$ cat config.mk
export PLATFORM = sky130hd
export DESIGN_NAME = voice_allocator
export DESIGN_NICKNAME = d
export VERILOG_FILES = /design/src/rtl/voice_allocator.sv
export SDC_FILE = /design/constraint.sdc
export NUM_CORES = 1
export LEC_CHECK = 0
export ABC_AREA = 1
export BUFFER_PORTS_ARGS = -buffer_cell sky130_fd_sc_hd__buf_2
export CAP_MARGIN = 40
export CORE_AREA = 2 2 135 137
export DETAILED_ROUTE_END_ITERATION = 7
export DIE_AREA = 0 0 137 139
export GPL_TIMING_DRIVEN = 0
export PLACE_DENSITY = 0.76
export SYNTH_ARGS = -nofsm -noshare
export SYNTH_HDL_FRONTEND = slang
export SYNTH_SLANG_ARGS = --single-unit
$ cat constraint.sdc
create_clock -name OSC_CLK -period 4.2 [get_ports OSC_CLK]
set_clock_uncertainty 0.2 [all_clocks]
set_input_delay 0.42 -clock OSC_CLK [delete_from_list [all_inputs] [get_ports OSC_CLK]]
set_output_delay 0.42 -clock OSC_CLK [all_outputs]
set_load 0.02 [all_outputs]
$ cat src/rtl/voice_allocator.sv
// Polyphonic voice allocator: maps note-on/off events onto voice slots, preferring
// the same-key voice, then a free one, then the oldest releasing, then the oldest held.
//
// state  | meaning
// IDLE   | ev_ready high, waiting for an event
// SCAN   | one voice per cycle, collecting target candidates
// DECIDE | commit the chosen voice and update outputs
// ISSUE  | note_on held high for NOTE_HOLD cycles
module voice_allocator #(
    parameter int VOICES    = 8,
    parameter int V_WIDTH   = 3,
    parameter int AGE_W     = 4,
    parameter int NOTE_HOLD = 64
) (
    input  logic               OSC_CLK,
    input  logic               iRST,
    input  logic               ev_valid,
    output logic               ev_ready,
    input  logic               ev_is_on,
    input  logic [7:0]         ev_key,
    input  logic [7:0]         ev_vel,
    input  logic               panic,
    input  logic [VOICES-1:0]  voice_free,
    output logic [VOICES-1:0]  keys_on,
    output logic               note_on,
    output logic [V_WIDTH-1:0] cur_key_adr,
    output logic [7:0]         cur_key_val,
    output logic [7:0]         cur_vel_on,
    output logic [7:0]         cur_vel_off,
    output logic               busy_err
);
    localparam int CNT_W = $clog2(NOTE_HOLD + 1);

    typedef enum logic [1:0] {IDLE, SCAN, DECIDE, ISSUE} state_t;
    state_t state;

    logic [7:0]         key [VOICES];
    logic [AGE_W-1:0]   age [VOICES];
    logic [VOICES-1:0]  assigned;
    logic               lat_on;
    logic [7:0]         lat_key;
    logic [7:0]         lat_vel;
    logic [V_WIDTH-1:0] idx;
    logic               match_found, free_found, rel_found, held_found;
    logic [V_WIDTH-1:0] match_idx, free_idx, rel_idx, held_idx;
    logic [AGE_W-1:0]   rel_age, held_age;
    logic [CNT_W-1:0]   hold_cnt;
    logic               panic_pend;
    logic [V_WIDTH-1:0] tgt;
    logic               steal;

    always_comb begin
        tgt   = held_idx;
        steal = 1'b0;
        if (match_found)     tgt = match_idx;
        else if (free_found) tgt = free_idx;
        else if (rel_found)  tgt = rel_idx;
        else                 steal = 1'b1;
    end

    always_ff @(posedge OSC_CLK) begin
        if (iRST) begin
            state       <= IDLE;
            ev_ready    <= 1'b1;
            keys_on     <= '0;
            note_on     <= 1'b0;
            cur_key_adr <= '0;
            cur_key_val <= '0;
            cur_vel_on  <= 8'hFF;
            cur_vel_off <= '0;
            busy_err    <= 1'b0;
            assigned    <= '0;
            for (int v = 0; v < VOICES; v++) begin
                key[v] <= '0;
                age[v] <= '1;
            end
            lat_on      <= 1'b0;
            lat_key     <= '0;
            lat_vel     <= '0;
            idx         <= '0;
            match_found <= 1'b0;
            free_found  <= 1'b0;
            rel_found   <= 1'b0;
            held_found  <= 1'b0;
            match_idx   <= '0;
            free_idx    <= '0;
            rel_idx     <= '0;
            held_idx    <= '0;
            rel_age     <= '0;
            held_age    <= '0;
            hold_cnt    <= '0;
            panic_pend  <= 1'b0;
        end else begin
            case (state)
                IDLE: begin
                    // panic outranks a simultaneous handshake
                    if (panic) begin
                        keys_on <= '0;
                    end else if (ev_valid) begin
                        lat_on      <= ev_is_on && (ev_vel != 8'd0);
                        lat_key     <= ev_key;
                        lat_vel     <= ev_vel;
                        ev_ready    <= 1'b0;
                        idx         <= '0;
                        match_found <= 1'b0;
                        free_found  <= 1'b0;
                        rel_found   <= 1'b0;
                        held_found  <= 1'b0;
                        state       <= SCAN;
                    end
                end
                SCAN: begin
                    if (panic) begin
                        keys_on  <= '0;
                        ev_ready <= 1'b1;
                        state    <= IDLE;
                    end else begin
                        if (!match_found && assigned[idx] && key[idx] == lat_key) begin
                            match_found <= 1'b1;
                            match_idx   <= idx;
                        end
                        if (!free_found && voice_free[idx] && !keys_on[idx]) begin
                            free_found <= 1'b1;
                            free_idx   <= idx;
                        end
                        if (!keys_on[idx] && (!rel_found || age[idx] > rel_age)) begin
                            rel_found <= 1'b1;
                            rel_idx   <= idx;
                            rel_age   <= age[idx];
                        end
                        if (!held_found || age[idx] > held_age) begin
                            held_found <= 1'b1;
                            held_idx   <= idx;
                            held_age   <= age[idx];
                        end
                        if (idx == V_WIDTH'(VOICES - 1)) begin
                            idx   <= '0;
                            state <= DECIDE;
                        end else begin
                            idx <= idx + V_WIDTH'(1);
                        end
                    end
                end
                DECIDE: begin
                    if (panic) begin
                        keys_on  <= '0;
                        ev_ready <= 1'b1;
                        state    <= IDLE;
                    end else if (lat_on) begin
                        if (steal) busy_err <= 1'b1;
                        key[tgt]      <= lat_key;
                        assigned[tgt] <= 1'b1;
                        for (int v = 0; v < VOICES; v++) begin
                            if (v == int'(tgt))   age[v] <= '0;
                            else if (age[v] != '1) age[v] <= age[v] + AGE_W'(1);
                        end
                        keys_on[tgt] <= 1'b1;
                        cur_key_adr  <= tgt;
                        cur_key_val  <= lat_key;
                        cur_vel_on   <= lat_vel;
                        note_on      <= 1'b1;
                        hold_cnt     <= CNT_W'(NOTE_HOLD - 1);
                        state        <= ISSUE;
                    end else begin
                        if (match_found && keys_on[match_idx]) begin
                            keys_on[match_idx] <= 1'b0;
                            cur_key_adr        <= match_idx;
                            cur_vel_off        <= lat_vel;
                        end
                        ev_ready <= 1'b1;
                        state    <= IDLE;
                    end
                end
                ISSUE: begin
                    if (panic) panic_pend <= 1'b1;
                    if (hold_cnt == '0) begin
                        note_on  <= 1'b0;
                        ev_ready <= 1'b1;
                        state    <= IDLE;
                        // deferred panic lands once the trigger pulse is complete
                        if (panic || panic_pend) begin
                            keys_on    <= '0;
                            panic_pend <= 1'b0;
                        end
                    end else begin
                        hold_cnt <= hold_cnt - CNT_W'(1);
                    end
                end
                default: state <= IDLE;
            endcase
        end
    end
endmodule
==> results.json <==
{
  "finalSetupViolCount": 0,
  "drtIter0Drc": 901,
  "yosysTopAreaCell": "edfxtp_1",
  "dieArea_um2": 19000,
  "critPathLaunchType": "register",
  "total_power_mw": 4.80,
  "core_um2": 17700,
  "die_width_um": 137,
  "wl_per_cell_um": 16.4,
  "rrSetupSlack_ns": 0.63,
  "first_pass_iters": 7,
  "synth.most_common_cell": "nand2_1",
  "synth_nets": 1217,
  "hold_depth": 3,
  "clk_latency_ns": 0.45,
  "initial_core_util_pct": 54.1,
  "grt-ovfl-total": 0,
  "cts_resized": 0,
  "grt_max_degree": 20,
  "finish.utilization_pct": 61.0,
  "leakage_nw": 4.43,
  "ys_types": 38,
  "num_rows": 49,
  "tns_ns": 0,
  "critical_path_required_ns": 4.36,
  "synth_area_um2": 9540,
  "pin_count": 67,
  "power_density_nw_per_um2": 446,
  "fin_nets": 1303,
  "synth_edf_count": 96,
  "top_layer_used": "met4",
  "final-max-slew-violation-count": 0,
  "clock_path_buffers": 2,
  "timing.final.crit_share_pct": 85.0,
  "crit_type": "register to register",
  "antenna_left": 0,
  "cts_sinks": 199,
  "fmaxAchievable_mhz": 280,
  "drt_wl_total_mm": 24.6,
  "route.met2.wl_mm": 11.9,
  "area_delta_synth_final_pct": 12.8,
  "critPathMaxFanout": 10,
  "grt_pass1_wl_mm": 38.9,
  "holdPathEnd": "lat_key[3]$_SDFFE_PP0P_",
  "clk_pin_slew_worst_paths_ns": 0.07,
  "drive_gt1_share_pct": 11.8,
  "place_congestion": 0.866,
  "ys_warn_count": 0,
  "cts_max_level": 4,
  "cts_buffers": 17,
  "cap_violations": 0,
  "cts_tree": "built",
  "drc": 0,
  "portBuffers": 65,
  "yosys-top-cells-count": "nand2_1, nor2_1, inv_1",
  "rr_worst_depth": 15,
  "dpl.hpwl_mm": 18.0,
  "netlist_top_cells_area": "edfxtp_1, dfxtp_1, nand2_1, o21ai_0, nor2_1",
  "timing.rr.end": "rel_age[2]$_SDFFE_PP0P_",
  "ys_seq_elements": 199,
  "min_period_ns": 3.57,
  "wl_met3_mm": 1.76,
  "antenna_found_initial": 1,
  "status": "complete, no violations",
  "synth.top_cell.area_share_pct": 30.2,
  "worstMarginPinSlew_ns": 0.657,
  "rsz0062_at_grt": "no",
  "ys_seq_area_share_pct": 51.8,
  "avgSynthCellArea_um2": 8.16,
  "vias_per_cell": 5.56,
  "max-slew-margin-rel_pct": 56.2,
  "vias": 8336,
  "syn_inst": 1169,
  "synthArstFlopShare_pct": 0,
  "hp-start": "ev_key[3]",
  "cts_root_buf": "clkbuf_16",
  "met1_length_mm": 10.2,
  "worstPathArrival_ns": 3.73,
  "synth_flop_cell": "dfxtp_1",
  "endpoint_kind": "register",
  "grt.total_usage_pct": 26.5,
  "hold_viol": 0,
  "fp.dieH_um": 139,
  "min_path_type": "input pin to register",
  "grt_pass1_vias": 7716,
  "peakVddDrop_mv": 0.315
}
[worst max-delay path: stages, from the launching register on]
cell	delay (ns)
dfxtp_1	0.31
buf_2	0.23
clkbuf_1	0.39
o21ai_0	0.20
o22ai_1	0.23
nor2_1	0.06
a31oi_1	0.47
ha_1	0.35
a21oi_1	0.15
o21ai_0	0.08
o21ai_0	0.09
nand2_1	0.07
nand3_1	0.16
buf_2	0.24
nor2_1	0.06
a211oi_1	0.17
[worst max-delay path by stage]
stage / from / end / slack [ns] / depth (start not counted)
6_report: register / rel_age[2]$_SDFFE_PP0P_ / 0.63 / 15
5_1_grt: register / rel_age[2]$_SDFFE_PP0P_ / 0.38 / 15
4_1_cts: register / rel_age[2]$_SDFFE_PP0P_ / 0.61 / 15
3_5_place_dp: register / rel_idx[1]$_SDFFE_PP0P_ / 0.70 / 17
3_3_place_gp: register / rel_idx[1]$_SDFFE_PP0P_ / 0.75 / 17
2_1_floorplan: register / rel_age[2]$_SDFFE_PP0P_ / 1.57 / 16
[registers in the layout, indices dropped and copies added (netlist names), 4 cells and up, named ones only]
name / count
assigned: 8
cur_key_val: 8
keys_on: 8
key: 64
lat_vel: 8
lat_key: 8
hold_cnt: 7
age: 32
cur_vel_on: 8
held_age: 4
cur_vel_off: 8
rel_age: 4
[report_power, final]
part	internal (mW)	switching [mW]	total (mW)
combinational	0.294	0.688	0.982
sequential	2.12	0.0635	2.19
clock	0.846	0.790	1.64
total	3.26	1.54	4.80
[what timing repair did]
| action | in CTS | in global routing |
|---|---|---|
| hold buffers | 1 | 0 |
| hold endpoints to repair | 1 | 0 |
| setup buffers | 0 | 0 |
| setup endpoints to repair | 0 | 0 |
[cells in the final DEF, fill, tap and decap left out, types with 4 or more instances in the layout]
master,netlist,layout
a211oi_1,7,7
a21oi_1,69,69
a31oi_1,13,13
buf_2,18,83
buf_4,4,5
buf_6,4,4
clkbuf_1,27,27
clkbuf_16,0,17
dfxtp_1,103,103
edfxtp_1,96,96
ha_1,19,19
inv_1,148,148
inv_2,9,9
inv_8,0,4
nand2_1,189,189
nand3_1,104,104
nand4_1,9,9
nor2_1,156,156
nor3_1,7,7
o211ai_1,4,4
o21ai_0,120,120
o21ai_1,8,8
o21ai_2,4,4
o22ai_1,15,15
xnor2_1,7,7
xor2_1,10,10
[per-layer routing]
layer | up-vias | GRT usage [%]
met5 | - | 0
met4 | 0 | 9.77
met3 | 61 | 6.14
met2 | 338 | 43.5
met1 | 3882 | 34.0
li1 | 4055 | -
[per-stage QoR]
step / hold WS (ns) / cells / setup slack (ns) / cell area (um2)
after floorplan: 0.228 / 1169 / 1.57 / 9540
after global placement: 0.239 / 1463 / 0.752 / 10200
after detailed placement: 0.245 / 1464 / 0.698 / 10200
after CTS: 0.00311 / 1497 / 0.613 / 10800
after global routing: 0.0310 / 1497 / 0.376 / 10800
final: 0.00191 / 1498 / 0.632 / 10800
[logic make-up after synthesis]
family	count (synthesis)	share of synthesized area, %
compound gates	243	13.7
flops	199	51.8
buf+inv	213	9.11
simple gates	478	21.4
fa+ha+maj	19	2.49
xor+xnor	17	1.56
[cell type report]
| cell class | instances | area (um2) |
|---|---|---|
| timing repair buffer | 67 | 343 |
| buffer | 54 | 270 |
| inverter | 159 | 599 |
| clock inverter | 15 | 163 |
| sequential | 199 | 4940 |
| fill | 1565 | 6890 |
| antenna | 1 | 2.50 |
| tap | 229 | 287 |
| clock buffer | 17 | 425 |
| multi-input combinational | 757 | 3730 |
Power figures use the tool's default switching activity.
